## src/rtl/gradient_pkg.sv

```systemverilog
// Shared definitions for the gradient magnitude pipeline: norm-select
// constants and the input-to-output latency as a function of data width.
package gradient_pkg;

  localparam logic MODE_L2 = 1'b0;
  localparam logic MODE_L1 = 1'b1;

  // Abs stage + square stage + sum stage + one stage per root bit.
  function automatic int grad_lat(input int data_width);
    return data_width + 3;
  endfunction

endpackage

```

## src/rtl/gradient_mag_isqrt_pipe.sv

```systemverilog
// Bit-serial pipelined integer square root, one result bit per stage, MSB
// first (restoring digit recurrence). The last bit is resolved
// combinationally so the caller can register it together with its own output
// mux; every earlier stage is registered. Latency is IN_WIDTH/2 - 1 enabled
// cycles to the combinational outputs. Valid and a user sideband ride along
// unmodified.
module isqrt_pipe
  import gradient_pkg::*;
#(
  parameter int IN_WIDTH   = 24,
  parameter int USER_WIDTH = 1
) (
  input  logic                    clk,
  input  logic                    rst,
  input  logic                    ce,
  input  logic                    valid_i,
  input  logic [IN_WIDTH-1:0]     rad_i,
  input  logic [USER_WIDTH-1:0]   user_i,
  output logic                    valid_o,
  output logic [IN_WIDTH/2-1:0]   root_o,
  output logic [USER_WIDTH-1:0]   user_o
);

  localparam int OW = IN_WIDTH / 2;
  localparam int RW = OW + 2;

  // Trial subtraction succeeds: the next root bit is 1.
  function automatic logic fits(input logic [RW-1:0] rem, input logic [OW-1:0] root,
                                input logic [1:0] pair);
    logic [RW+1:0] sh;
    logic [RW+1:0] tr;
    sh = {rem, pair};
    tr = {2'b00, root, 2'b01};
    return (sh >= tr);
  endfunction

  // Partial remainder after bringing down the next two radicand bits.
  function automatic logic [RW-1:0] next_rem(input logic [RW-1:0] rem, input logic [OW-1:0] root,
                                             input logic [1:0] pair);
    logic [RW+1:0] sh;
    logic [RW+1:0] tr;
    logic [RW+1:0] df;
    sh = {rem, pair};
    tr = {2'b00, root, 2'b01};
    df = (sh >= tr) ? (sh - tr) : sh;
    return df[RW-1:0];
  endfunction

  for (genvar s = 0; s < OW; s++) begin : g_stage
    localparam int B = 2 * (OW - 1 - s);

    logic [RW-1:0]         rem_in;
    logic [OW-1:0]         root_in;
    logic [IN_WIDTH-1:0]   rad_in;
    logic                  vld_in;
    logic [USER_WIDTH-1:0] user_in;
    logic [1:0]            pair;
    logic [OW-1:0]         root_nx;

    if (s == 0) begin : g_head
      assign rem_in  = '0;
      assign root_in = '0;
      assign rad_in  = rad_i;
      assign vld_in  = valid_i;
      assign user_in = user_i;
    end else begin : g_body
      assign rem_in  = g_stage[s-1].g_reg.rem_q;
      assign root_in = g_stage[s-1].g_reg.root_q;
      assign rad_in  = g_stage[s-1].g_reg.rad_q;
      assign vld_in  = g_stage[s-1].g_reg.vld_q;
      assign user_in = g_stage[s-1].g_reg.user_q;
    end

    assign pair    = rad_in[B+1:B];
    assign root_nx = {root_in[OW-2:0], fits(rem_in, root_in, pair)};

    if (s < OW - 1) begin : g_reg
      logic [RW-1:0]         rem_q;
      logic [OW-1:0]         root_q;
      logic [IN_WIDTH-1:0]   rad_q;
      logic                  vld_q;
      logic [USER_WIDTH-1:0] user_q;

      // Valid bit of this root stage: cleared by reset, held when ce is low.
      always_ff @(posedge clk or posedge rst) begin
        if (rst)     vld_q <= 1'b0;
        else if (ce) vld_q <= vld_in;
      end

      // Root stage datapath: resolve one root bit and advance the remainder.
      always_ff @(posedge clk) begin
        if (ce) begin
          rem_q  <= next_rem(rem_in, root_in, pair);
          root_q <= root_nx;
          rad_q  <= rad_in;
          user_q <= user_in;
        end
      end
    end else begin : g_tail
      assign valid_o = vld_in;
      assign root_o  = root_nx;
      assign user_o  = user_in;
    end
  end

endmodule

```

## src/rtl/gradient_mag.sv

```systemverilog
// Gradient magnitude: per pixel, L2 = floor(sqrt(Gx^2+Gy^2)) or
// L1 = min(|Gx|+|Gy|, 2^DATA_WIDTH-1), selected per pixel by in_mode.
// Fixed latency DATA_WIDTH+3 enabled cycles for both modes; ce freezes all.
// Optional macro GRADIENT_MAG_THRESH_EN adds thresh input and out_edge output.
module gradient_mag
  import gradient_pkg::*;
#(
  parameter int DATA_WIDTH = 12,
  parameter int USER_WIDTH = 2
) (
  input  logic                  clk,
  input  logic                  rst,
  input  logic                  ce,
  input  logic                  in_valid,
  input  logic [DATA_WIDTH-1:0] Gx,
  input  logic [DATA_WIDTH-1:0] Gy,
  input  logic                  in_mode,
  input  logic [USER_WIDTH-1:0] in_user,
  output logic                  out_valid,
  output logic [DATA_WIDTH-1:0] out_data,
  output logic [USER_WIDTH-1:0] out_user
`ifdef GRADIENT_MAG_THRESH_EN
  ,
  input  logic [DATA_WIDTH-1:0] thresh,
  output logic                  out_edge
`endif
);

  localparam int DW = DATA_WIDTH;
  localparam int SW = 2 * DATA_WIDTH;
  localparam int CW = 1 + DATA_WIDTH + USER_WIDTH;  // {mode, l1, user}

  // |v| as unsigned; the most negative code maps to 2^(DW-1) without wrap.
  function automatic logic [DW-1:0] abs_val(input logic signed [DW-1:0] v);
    return v[DW-1] ? DW'(~v + 1'b1) : v;
  endfunction

  function automatic logic [DW-1:0] sat_l1(input logic [DW:0] s);
    return s[DW] ? {DW{1'b1}} : s[DW-1:0];
  endfunction

  logic signed [DW-1:0] gx_s;
  logic signed [DW-1:0] gy_s;
  assign gx_s = Gx;
  assign gy_s = Gy;

  logic [DW-1:0]         absx_p1, absy_p1;
  logic                  mode_p1, vld_p1;
  logic [USER_WIDTH-1:0] user_p1;
  logic [SW-1:0]         sqx_p2, sqy_p2;
  logic [DW:0]           l1_p2;
  logic                  mode_p2, vld_p2;
  logic [USER_WIDTH-1:0] user_p2;
  logic [SW-1:0]         sum_p3;
  logic [DW-1:0]         l1sat_p3;
  logic                  mode_p3, vld_p3;
  logic [USER_WIDTH-1:0] user_p3;

  // Valid bits of the three front stages: cleared by reset, held when ce is low.
  always_ff @(posedge clk or posedge rst) begin
    if (rst) begin
      vld_p1 <= 1'b0;
      vld_p2 <= 1'b0;
      vld_p3 <= 1'b0;
    end else if (ce) begin
      vld_p1 <= in_valid;
      vld_p2 <= vld_p1;
      vld_p3 <= vld_p2;
    end
  end

  // Front datapath: abs values, then squares and L1 sum, then sum of squares.
  always_ff @(posedge clk) begin
    if (ce) begin
      // stage 1: magnitudes
      absx_p1  <= abs_val(gx_s);
      absy_p1  <= abs_val(gy_s);
      mode_p1  <= in_mode;
      user_p1  <= in_user;
      // stage 2: squares and L1 sum in parallel
      sqx_p2   <= SW'(absx_p1) * SW'(absx_p1);
      sqy_p2   <= SW'(absy_p1) * SW'(absy_p1);
      l1_p2    <= {1'b0, absx_p1} + {1'b0, absy_p1};
      mode_p2  <= mode_p1;
      user_p2  <= user_p1;
      // stage 3: sum of squares, L1 saturated
      sum_p3   <= sqx_p2 + sqy_p2;
      l1sat_p3 <= sat_l1(l1_p2);
      mode_p3  <= mode_p2;
      user_p3  <= user_p2;
    end
  end

  logic                  sq_vld;
  logic [DW-1:0]         sq_root;
  logic [CW-1:0]         sq_side;

  // The L1 result and mode ride the root pipe's sideband as the delay path.
  isqrt_pipe #(
    .IN_WIDTH   (SW),
    .USER_WIDTH (CW)
  ) u_isqrt (
    .clk     (clk),
    .rst     (rst),
    .ce      (ce),
    .valid_i (vld_p3),
    .rad_i   (sum_p3),
    .user_i  ({mode_p3, l1sat_p3, user_p3}),
    .valid_o (sq_vld),
    .root_o  (sq_root),
    .user_o  (sq_side)
  );

  logic [DW-1:0]         mag;
  logic [DW-1:0]         out_data_d, out_data_q;
  logic [USER_WIDTH-1:0] out_user_d, out_user_q;
  logic                  out_valid_q;
  logic                  edge_d;

  // Output mux by carried mode; bubbles are forced to zero for determinism.
  always_comb begin
    mag        = sq_root;
    out_data_d = '0;
    out_user_d = '0;
    edge_d     = 1'b0;
    if (sq_side[CW-1] == MODE_L1) mag = sq_side[CW-2 -: DW];
    if (sq_vld) begin
      out_data_d = mag;
      out_user_d = sq_side[USER_WIDTH-1:0];
`ifdef GRADIENT_MAG_THRESH_EN
      edge_d     = (mag >= thresh);
`endif
    end
  end

`ifdef GRADIENT_MAG_THRESH_EN
  logic edge_q;
`endif

  // Output registers: cleared by reset, held when ce is low.
  always_ff @(posedge clk or posedge rst) begin
    if (rst) begin
      out_valid_q <= 1'b0;
      out_data_q  <= '0;
      out_user_q  <= '0;
`ifdef GRADIENT_MAG_THRESH_EN
      edge_q      <= 1'b0;
`endif
    end else if (ce) begin
      out_valid_q <= sq_vld;
      out_data_q  <= out_data_d;
      out_user_q  <= out_user_d;
`ifdef GRADIENT_MAG_THRESH_EN
      edge_q      <= edge_d;
`endif
    end
  end

  assign out_valid = out_valid_q;
  assign out_data  = out_data_q;
  assign out_user  = out_user_q;
`ifdef GRADIENT_MAG_THRESH_EN
  assign out_edge  = edge_q;
`else
  logic unused_edge;
  assign unused_edge = edge_d;
`endif

endmodule

```

## config.mk

```make
export PLATFORM = sky130hd
export DESIGN_NAME = gradient_mag
export DESIGN_NICKNAME = d
export VERILOG_FILES = /design/src/rtl/gradient_pkg.sv /design/src/rtl/gradient_mag_isqrt_pipe.sv /design/src/rtl/gradient_mag.sv
export SDC_FILE = /design/constraint.sdc
export NUM_CORES = 1
export LEC_CHECK = 0
export CAP_MARGIN = 10
export CORE_ASPECT_RATIO = 0.6
export CORE_MARGIN = 2
export CORE_UTILIZATION = 52
export CTS_BUF_LIST = sky130_fd_sc_hd__clkbuf_4 sky130_fd_sc_hd__clkbuf_8 sky130_fd_sc_hd__clkbuf_16
export DETAILED_ROUTE_END_ITERATION = 12
export GPL_ROUTABILITY_DRIVEN = 0
export PLACE_DENSITY_LB_ADDON = 0.3
export SLEW_MARGIN = 10
export SYNTH_ARGS = -nofsm -noshare
export SYNTH_HDL_FRONTEND = slang
export SYNTH_SLANG_ARGS = --single-unit
```

## constraint.sdc

```tcl
create_clock -name clk -period 7.3 [get_ports clk]
set_clock_uncertainty 0.2 [all_clocks]
set_input_delay 1.095 -clock clk [delete_from_list [all_inputs] [get_ports clk]]
set_output_delay 1.095 -clock clk [all_outputs]
set_load 0.005 [all_outputs]
```

# Word-level counts from Yosys, hierarchy flattened
# Cells that the tools add are included.
dict set report totals {
  ff_bits 665
  out_inout_bits 15
}
dict set report classes {
  bitwise_logic 2
  multipliers 2
  muxes 16
  order_cmp 12
  n_addsub 15
}
# cell count
set ops {}
lappend ops {{$mux W14} 10}
lappend ops {{$mul A12 B12 Y24} 2}
lappend ops {{$add A12 B1 Y12 const B} 2}
lappend ops {{$add A24 B24 Y24} 1}
lappend ops {{$mux W12} 2}
lappend ops {{$not A12 Y12} 2}
lappend ops {{$mux W11} 2}
lappend ops {{$ge A16 B10 Y1} 1}
lappend ops {{$ge A16 B11 Y1} 1}
lappend ops {{$ge A16 B12 Y1} 1}
lappend ops {{$ge A16 B13 Y1} 1}
lappend ops {{$ge A16 B3 Y1} 1}
lappend ops {{$ge A16 B4 Y1} 1}
lappend ops {{$ge A16 B5 Y1} 1}
lappend ops {{$ge A16 B6 Y1} 1}
lappend ops {{$ge A16 B7 Y1} 1}
lappend ops {{$ge A16 B8 Y1} 1}
lappend ops {{$ge A16 B9 Y1} 1}
lappend ops {{$sub A14 B10 Y14} 1}
lappend ops {{$sub A14 B11 Y14} 1}
lappend ops {{$sub A14 B12 Y14} 1}
lappend ops {{$sub A14 B3 Y14} 1}
lappend ops {{$sub A14 B4 Y14} 1}
lappend ops {{$sub A14 B5 Y14} 1}
lappend ops {{8 further kinds} 9}

# Longest topological paths before layout
# Gate-level depths: netlist (run 1).
dict set report logic_depth {
  depth_word 3
  mapped_depth 22
  ltp_nobuf 21
}

# Cells and area by module
# Synthesis (run 1) repeated with hierarchy kept, for this count alone.
dict set report hier_totals {
  hier_cells 2785
  hier_area_um2 35878.2
}
# module cells_each instances area_each_um2 seq_area_each_um2
set by_module_without_submodules {}
lappend by_module_without_submodules {isqrt_pipe 1352 1 21051.4 15379.8}
lappend by_module_without_submodules {gradient_mag 1433 1 14826.7 4294.1}

# Worst setup path after synthesis (run 1)
# OpenSTA, ideal clock, no wires.
dict set report synth_timing {
  path_kind {register to register}
  start {register absy_p1[3]}
  end {register sqy_p2[21], data pin}
  stages_incl_launch_ff 18
  setup_time_ns 0.262
  required_time_ns 6.838
  setup_slack_ns 1.706
  arrival_ns 5.131
  n_path_buf 1
  cell_sequence {edfxtp_1 > clkbuf_1 > nand2_1 > fa_1 > inv_1 > fa_1 > fa_1 > fa_1 > inv_1 > fa_1 > inv_1 > ha_1 > a21o_1 > or4_1 > or3_1 > a31oi_1 > o21bai_1 > xor2_1}
}
dict set report synth_via {
  elab_chain_len 1
}
# element line
set synth_rtl {}
lappend synth_rtl {{from (decl)} gradient_mag.sv:47} ;# logic [DW-1:0] absx_p1, absy_p1;
lappend synth_rtl {{from (signal assigned)} gradient_mag.sv:77} ;# absy_p1 <= abs_val(gy_s);
lappend synth_rtl {{$mul A12 B12 Y24} gradient_mag.sv:82} ;# sqy_p2 <= SW'(absy_p1) * SW'(absy_p1);
lappend synth_rtl {{to (signal assigned)} gradient_mag.sv:82}
lappend synth_rtl {{to (decl)} gradient_mag.sv:50} ;# logic [SW-1:0] sqx_p2, sqy_p2;
# Every way passes these cells.
# A chain may end at the register's enable or synchronous reset.

# Worst setup path after layout (run 1)
dict set report layout_timing {
  start {register absy_p1[2]}
  end {register sqy_p2[21], data pin}
}
# The elaborated chain is that of the path after synthesis.

==> results.cfg, run 1 <==
[critical_path]
path_max_fanout = 14
end_kind = flop
cp.required_ns = 7.47
timing.critical_path.from_type = flop
depth_of_the_worst_register_to_register_path = 17
criticalPathCategory = flop to flop
cp_data_arrival_time_ns = 6.10

[grt]
initial_antenna_violation_count = 0
gr-usage-all-layers = 0.180
grt_total_ovfl = 0
grt_max_degree = 201
wire_length_of_the_first_global_routing_pass_um = 102000
via_count_of_the_first_global_routing_pass = 20000

[final_layout]
final_nets = 3251
area_growth_syn_to_layout_pct = 10.0
antennaDiodeCount = 0
layout.cells.non_filler = 3763
fillers = 5112
stdcell_area_um2 = 38900
postLayoutCoreUtil = 0.583
drive_gt1_frac = 0.0552

[placed_design]
placed_cell_area_um2 = 36800
placedCellCount = 3657
final_hpwl_from_detailed_placement_um = 45100
dpl_worst_slack_ns = 1.38
place.port_buffers = 45

[die]
start_util = 0.530
die_x_um = 341
io_pins = 46
full_die_area_um2 = 70200
coreArea_um2 = 66800
dieHeight_um = 206
std_cell_rows = 73

[clocking]
clock_insertion_delay_worst_skew_ns = 0.65
cts.root.buffer_cell = clkbuf_16
clock_tree.htree_level_count = 2
cts.clk_slew.worst_paths_ns = 0.07
postCtsSetupRepairBufs = 0
cts-root-to-sink-buffers = 3
cts_tree = yes
cts_inserted_buffers = 57
cts_repair_resize_count = 0
numClockSinks = 660
postCtsHoldBufs = 0

[worst_hold_path]
hold_path_class = flop to flop
min_delay_path_depth = 0

[timing]
fmax_mhz = 169
tightest_slew_ns = 1.12
setup_repair_after_global_routing_missed_its_margin = no
setup_total_negative_slack_ns = 0
report.final.hold_viol_count = 0
maxSlewViolCount = 0
final_min_period_over_clock_period = 0.812
worst_slew_margin = 0.252
timing.final.ws_setup_ns = 1.38
hold_slack_ns = 0.204
setup_violations = 0
final_period_minus_worst_setup_slack_ns = 5.92

[routing]
overall_via_count_from_detail_route = 20100
drt_wl_total_um = 62100
drt-vias-per-instance = 5.35
post_route_antenna_net_violation_count = 0
detailedRoute.firstIterationViolations = 1629
drc_errors = 0
drt_pass_1_iters = 5
wl_per_cell_um = 16.5

[synth]
asr_flop_ratio_synth = 0.0439
post_synth_num_cell_types = 76
syn-num-nets = 3189
top_ff_cell_synth = edfxtp_1
synth_area_per_cell_um2 = 12.8
post_synth_inst_count = 2754
synth_edf_count = 631
synth_top_cells_by_area = edfxtp_1 (54%), fa_1 (9.3%), ha_1 (8.5%)
netlist.area_leader.share = 0.536
cell_area_after_synthesis_um2 = 35400
synth_largest_area_cell = edfxtp_1
synth_sequential_area_ratio = 0.556
synth_warnings = 0
synth_seq_cells = 660

[outcome]
status = finished, final reports clean

[pwr]
cellLeakagePower_nw = 16.1
worst_ir_drop_vdd_v = 0.000578
p_total_mw = 17.2
power.density_nw_per_um2 = 441

[flow_run]
maxCapViolCount = 0
==> final timing paths <==
check                                             startpoint  slack [ns]                           endpoint
setup / recovery                                  absy_p1[2]        1.38                         sqy_p2[21]
hold / removal             u_isqrt.g_stage[6].g_reg.rad_q[2]        0.20  u_isqrt.g_stage[7].g_reg.rad_q[2]
setup reg to reg                                  absy_p1[2]        1.38                         sqy_p2[21]
hold reg to reg            u_isqrt.g_stage[6].g_reg.rad_q[2]        0.20  u_isqrt.g_stage[7].g_reg.rad_q[2]
max in group asynchronous                                rst        5.75                        out_data[3]
min in group asynchronous                                rst        0.68                        out_data[9]
==> kinds of logic after synthesis <==
logic type | count (synthesis) | share of synthesized area
compound gates | 401 | 0.0735
xor+xnor | 174 | 0.0431
fa+ha+maj | 404 | 0.178
buf+inv | 477 | 0.0508
flops | 660 | 0.556
mux | 41 | 0.0126
other cells | 1 | 0.000106
simple gates | 596 | 0.0855
==> cells in the final DEF (no fill, tap or decap), types with 18 or more instances in the layout <==
cell type and n:
nor2_1 124, a21oi_1 108, o21a_1 35, or3_1 19, clkbuf_16 58, clkdlybuf4s50_1 44, and2_1 79, xnor2_1 120
o21ai_0 60, nor2b_1 33, mux2_2 23, nor3_1 46, dfrtp_1 29, fa_1 165, nand2_1 150, nand3_1 30
ha_1 239, a21o_1 39, inv_1 425, o21ai_1 31, nor4_1 22, edfxtp_1 631, or2_2 18, xor2_1 54
nand2b_1 24
==> registers in the layout, summed over array words and instances, names as in the netlist, 2 cells and up <==
| name | count |
|---|---|
| u_isqrt.g_stage.g_reg.rem_q | 126 |
| user_p1 | 2 |
| sqy_p2 | 23 |
| l1_p2 | 13 |
| user_p3 | 2 |
| absx_p1 | 12 |
| u_isqrt.g_stage.user_in | 15 |
| u_isqrt.user_o | 15 |
| u_isqrt.g_stage.g_reg.root_q | 56 |
| u_isqrt.g_stage.rad_in | 4 |
| user_p2 | 2 |
| u_isqrt.g_stage.g_reg.rad_q | 128 |
| out_user | 2 |
| l1sat_p3 | 12 |
| sum_p3 | 24 |
| out_data | 12 |
| u_isqrt.g_stage.rem_in | 14 |
| u_isqrt.g_stage.g_reg.vld_q | 9 |
| u_isqrt.g_stage.root_in | 10 |
| sqx_p2 | 23 |
| absy_p1 | 12 |
| u_isqrt.g_stage.g_reg.user_q | 135 |
==> final cells by class <==
type                            instances  area, um^2  area share
Multi-Input combinational cell       1617       13900       0.357
Clock buffer                           65        1500      0.0387
Sequential cell                       660       19700       0.506
Inverter                              428        1610      0.0413
Tap cell                              900        1130      0.0289
Clock inverter                         41         562      0.0144
Timing Repair Buffer                   52         546      0.0140
==> per-layer routing <==
metal / routed length, um / global-route usage / vias up
met2: 26800 / 0.269 / 515
met1: 30500 / 0.271 / 9825
met3: 3640 / 0.0350 / 88
met4: 1140 / 0.0458 / 0
met5: 0 / 0 / -
li1: - / - / 9698
==> cells in the mapped netlist, types with 6 or more instances <==
| library cell | n |
|---|---|
| a211oi_1 | 13 |
| a21o_1 | 39 |
| a21oi_1 | 108 |
| a31oi_1 | 8 |
| and2_1 | 79 |
| and3_1 | 9 |
| clkbuf_1 | 44 |
| dfrtp_1 | 29 |
| edfxtp_1 | 631 |
| fa_1 | 165 |
| ha_1 | 239 |
| inv_1 | 426 |
| mux2_2 | 23 |
| mux2i_1 | 13 |
| nand2_1 | 150 |
| nand2b_1 | 24 |
| nand3_1 | 30 |
| nand3b_1 | 6 |
| nand4_1 | 10 |
| nor2_1 | 124 |
| nor2b_1 | 33 |
| nor3_1 | 46 |
| nor4_1 | 22 |
| o211ai_1 | 8 |
| o21a_1 | 35 |
| o21ai_0 | 60 |
| o21ai_1 | 31 |
| o21bai_1 | 9 |
| o22ai_1 | 14 |
| o31a_1 | 7 |
| o31ai_1 | 14 |
| or2_2 | 18 |
| or3_1 | 19 |
| xnor2_1 | 120 |
| xor2_1 | 54 |
==> where the power goes <==
part,switching [mW],leakage [nW],internal (mW)
registers,0.353,6.43,5.30
logic,4.81,8.68,3.43
clock network,1.37,1.01,1.92
==> worst max-delay path, cell delays in order, from the launching register on <==
cell and delay (ns):
edfxtp_1 0.61, and2_1 0.30, fa_1 0.54, inv_1 0.07, fa_1 0.55, inv_1 0.07
fa_1 0.45, fa_1 0.52, inv_1 0.05, fa_1 0.53, inv_1 0.04, ha_1 0.36
a21o_1 0.22, or4_1 0.39, or3_1 0.36, a31oi_1 0.18, o21bai_1 0.09, xor2_1 0.14
Note: power is estimated with default switching activity, not from simulation.
==> run 2: changes to the inputs <==
Clock period 7.3 ns to 5.5 ns, I/O delays scaled along.
==> run 2 against run 1 <==
Sequential power grew 32%. Flip-flop and latch count stayed put. Core utilization up 2.5 points. Non-clock buffer count up 152. Final cell count rose by 4.0%. First-iteration DRC count rose by 8.5%. Clock power grew 24%. Critical path depth up 1. Count of clock-buffer cells in the layout grew 3. Final area grew 4.3%.
==> results.cfg, run 2 (synthesis results as in run 1) <==
[final_layout]
largest_register_ff_count = 135
fillers = 5021
final_nets = 3403
layout.cells.non_filler = 3915
drive_gt1_frac = 0.141
top_regs = u_isqrt.g_stage.g_reg.user_q: 135 flops, u_isqrt.g_stage.g_reg.rad_q: 128 flops, u_isqrt.g_stage.g_reg.rem_q: 126 flops
seq_area_um2 = 19700
most-common-layout-cells = edfxtp_1 (631), inv_1 (398), ha_1 (215), fa_1 (156), nand2_1 (140)
antennaDiodeCount = 0
area_of_the_multi_input_gates_um2 = 14500
area_growth_syn_to_layout_pct = 14.8
mostFrequentLayoutCell = edfxtp_1
registers.top_by_ff_count = u_isqrt.g_stage.g_reg.user_q
stdcell_area_um2 = 40600

[timing]
worst_slew_margin = 0.280
tightest_slew_ns = 1.08
setup_violations = 0
final_min_period_over_clock_period = 0.995
fmax_mhz = 183
final_period_minus_worst_setup_slack_ns = 5.47
maxSlewViolCount = 0
report.final.hold_viol_count = 0
timing.final.ws_setup_ns = 0.0263
setup_repair_after_global_routing_missed_its_margin = yes
setup_total_negative_slack_ns = 0

[die]
io_pins = 46
coreArea_um2 = 66800
dieHeight_um = 206
std_cell_rows = 73
full_die_area_um2 = 70200
start_util = 0.530
die_x_um = 341

[placed_design]
placedCellCount = 3759
place.port_buffers = 45
placed_cell_area_um2 = 37700
dpl_worst_slack_ns = -0.173
final_hpwl_from_detailed_placement_um = 48200

[grt]
initial_antenna_violation_count = 3
grt_total_ovfl = 0
gr-usage-all-layers = 0.190
wire_length_of_the_first_global_routing_pass_um = 107000
grt_max_degree = 112
via_count_of_the_first_global_routing_pass = 20800

[critical_path]
path_max_fanout = 4
cpMostUsedCell = fa_1
crit_slowest_cell = fa_1
timing.rr.start = absy_p1[4]
max_stage_delay_ns = 0.54
rrSetupSlack_ns = 0.03
crit_path_cell_trace = buf_6 -> and2_4 -> fa_1 -> inv_2 -> fa_1 -> inv_1 -> fa_1 -> fa_1 -> inv_1 -> fa_1 -> inv_1 -> ha_4 -> a21o_1 -> or4_1 -> or3_4 -> a31oi_4 -> o21bai_1 -> xor2_1
timing.critical_path.from_type = flop
criticalPathCategory = flop to flop
cp_data_arrival_time_ns = 5.63
critical_path.top_delay_family = adder cells
reg2reg_to = sqy_p2[21]
cp.required_ns = 5.66
worstPathBufferInverterCount = 5
end_kind = flop
depth_of_the_worst_register_to_register_path = 18

[clocking]
clock_tree.htree_level_count = 2
cts.clk_slew.worst_paths_ns = 0.07
postCtsHoldBufs = 0
cts-root-to-sink-buffers = 3
clock_insertion_delay_worst_skew_ns = 0.64
numClockSinks = 660
cts_tree = yes
cts.root.buffer_cell = clkbuf_16
cts_inserted_buffers = 57

[routing]
wire_length_the_detailed_router_placed_on_met1_um = 32100
met3RoutedLength_um = 4170
drc_errors = 0
drt_pass_1_iters = 5
detailedRoute.firstIterationViolations = 1768
route.met2.wl_um = 29800
drt-vias-per-instance = 5.35
overall_via_count_from_detail_route = 20900
highest-signal-layer = met4
drt_wl_total_um = 67100
wl_per_cell_um = 17.1
post_route_antenna_net_violation_count = 0

[pwr]
power.density_nw_per_um2 = 627
cellLeakagePower_nw = 16.8
p_total_mw = 25.4
worst_ir_drop_vdd_v = 0.000803

[outcome]
status = finished, final reports clean

[worst_hold_path]
hold_end = u_isqrt.g_stage[1].g_reg.rad_q[14]
hold_path_class = flop to flop
min_delay_path_depth = 0
worstHoldStart = u_isqrt.g_stage[0].g_reg.rad_q[14]

[flow_run]
maxCapViolCount = 0
run 2: area by class of cell:
class,count,area share
tap,900,0.0278
timing repair buffer,204,0.0444
inverter,428,0.0399
sequential,660,0.485
multi-input combinational,1617,0.356
clock inverter,38,0.00928
clock buffer,68,0.0376
run 2: power breakdown:
group,internal [mW],total [mW],switching [mW]
Sequential,7.02,7.45,0.422
Clock,2.27,4.08,1.81
Combinational,6.63,13.9,7.29
Total,15.9,25.4,9.52
run 2: layer usage:
layer | vias to the layer above | global-route usage
met2 | 591 | 0.288
met5 | - | 0
met1 | 10300 | 0.284
met3 | 89 | 0.0364
met4 | 0 | 0.0422
li1 | 9997 | -
run 2: worst max path at each step:
stage               cells after the start         end       start  slack, ns
floorplan                              18  sqy_p2[21]  absy_p1[9]     0.0007
global placement                       17  sqy_p2[17]  absy_p1[4]      -0.03
detailed placement                     17  sqy_p2[17]  absy_p1[4]      -0.17
CTS                                    18  sqx_p2[23]  absx_p1[2]     -0.005
global route                           18  sqy_p2[21]  absy_p1[4]      -0.15
finish                                 18  sqy_p2[21]  absy_p1[4]       0.03
run 2: metrics by stage:
stage	utilization	hold slack, ns
after detailed placement	0.564	0.205
final	0.608	0.186
after CTS	0.597	0.185
after global routing	0.608	0.209
after global placement	0.564	0.200
after floorplan	-	0.200
run 2: worst register-to-register path, stage by stage, from the launching register on:
cell and delay [ns]:
edfxtp_1 0.43, buf_6 0.15, and2_4 0.15, fa_1 0.51, inv_2 0.05, fa_1 0.41
inv_1 0.09, fa_1 0.45, fa_1 0.54, inv_1 0.05, fa_1 0.54, inv_1 0.07
ha_4 0.24, a21o_1 0.18, or4_1 0.40, or3_4 0.37, a31oi_4 0.16, o21bai_1 0.10
xor2_1 0.14
run 2: what timing repair did:
action | 4_1_cts | 5_1_grt
setup endpoints to repair | 14 | 18
cloned | 0 | 1
setup buffers | 17 | 33
pin swaps | 22 | 94
resized for setup | 27 | 124
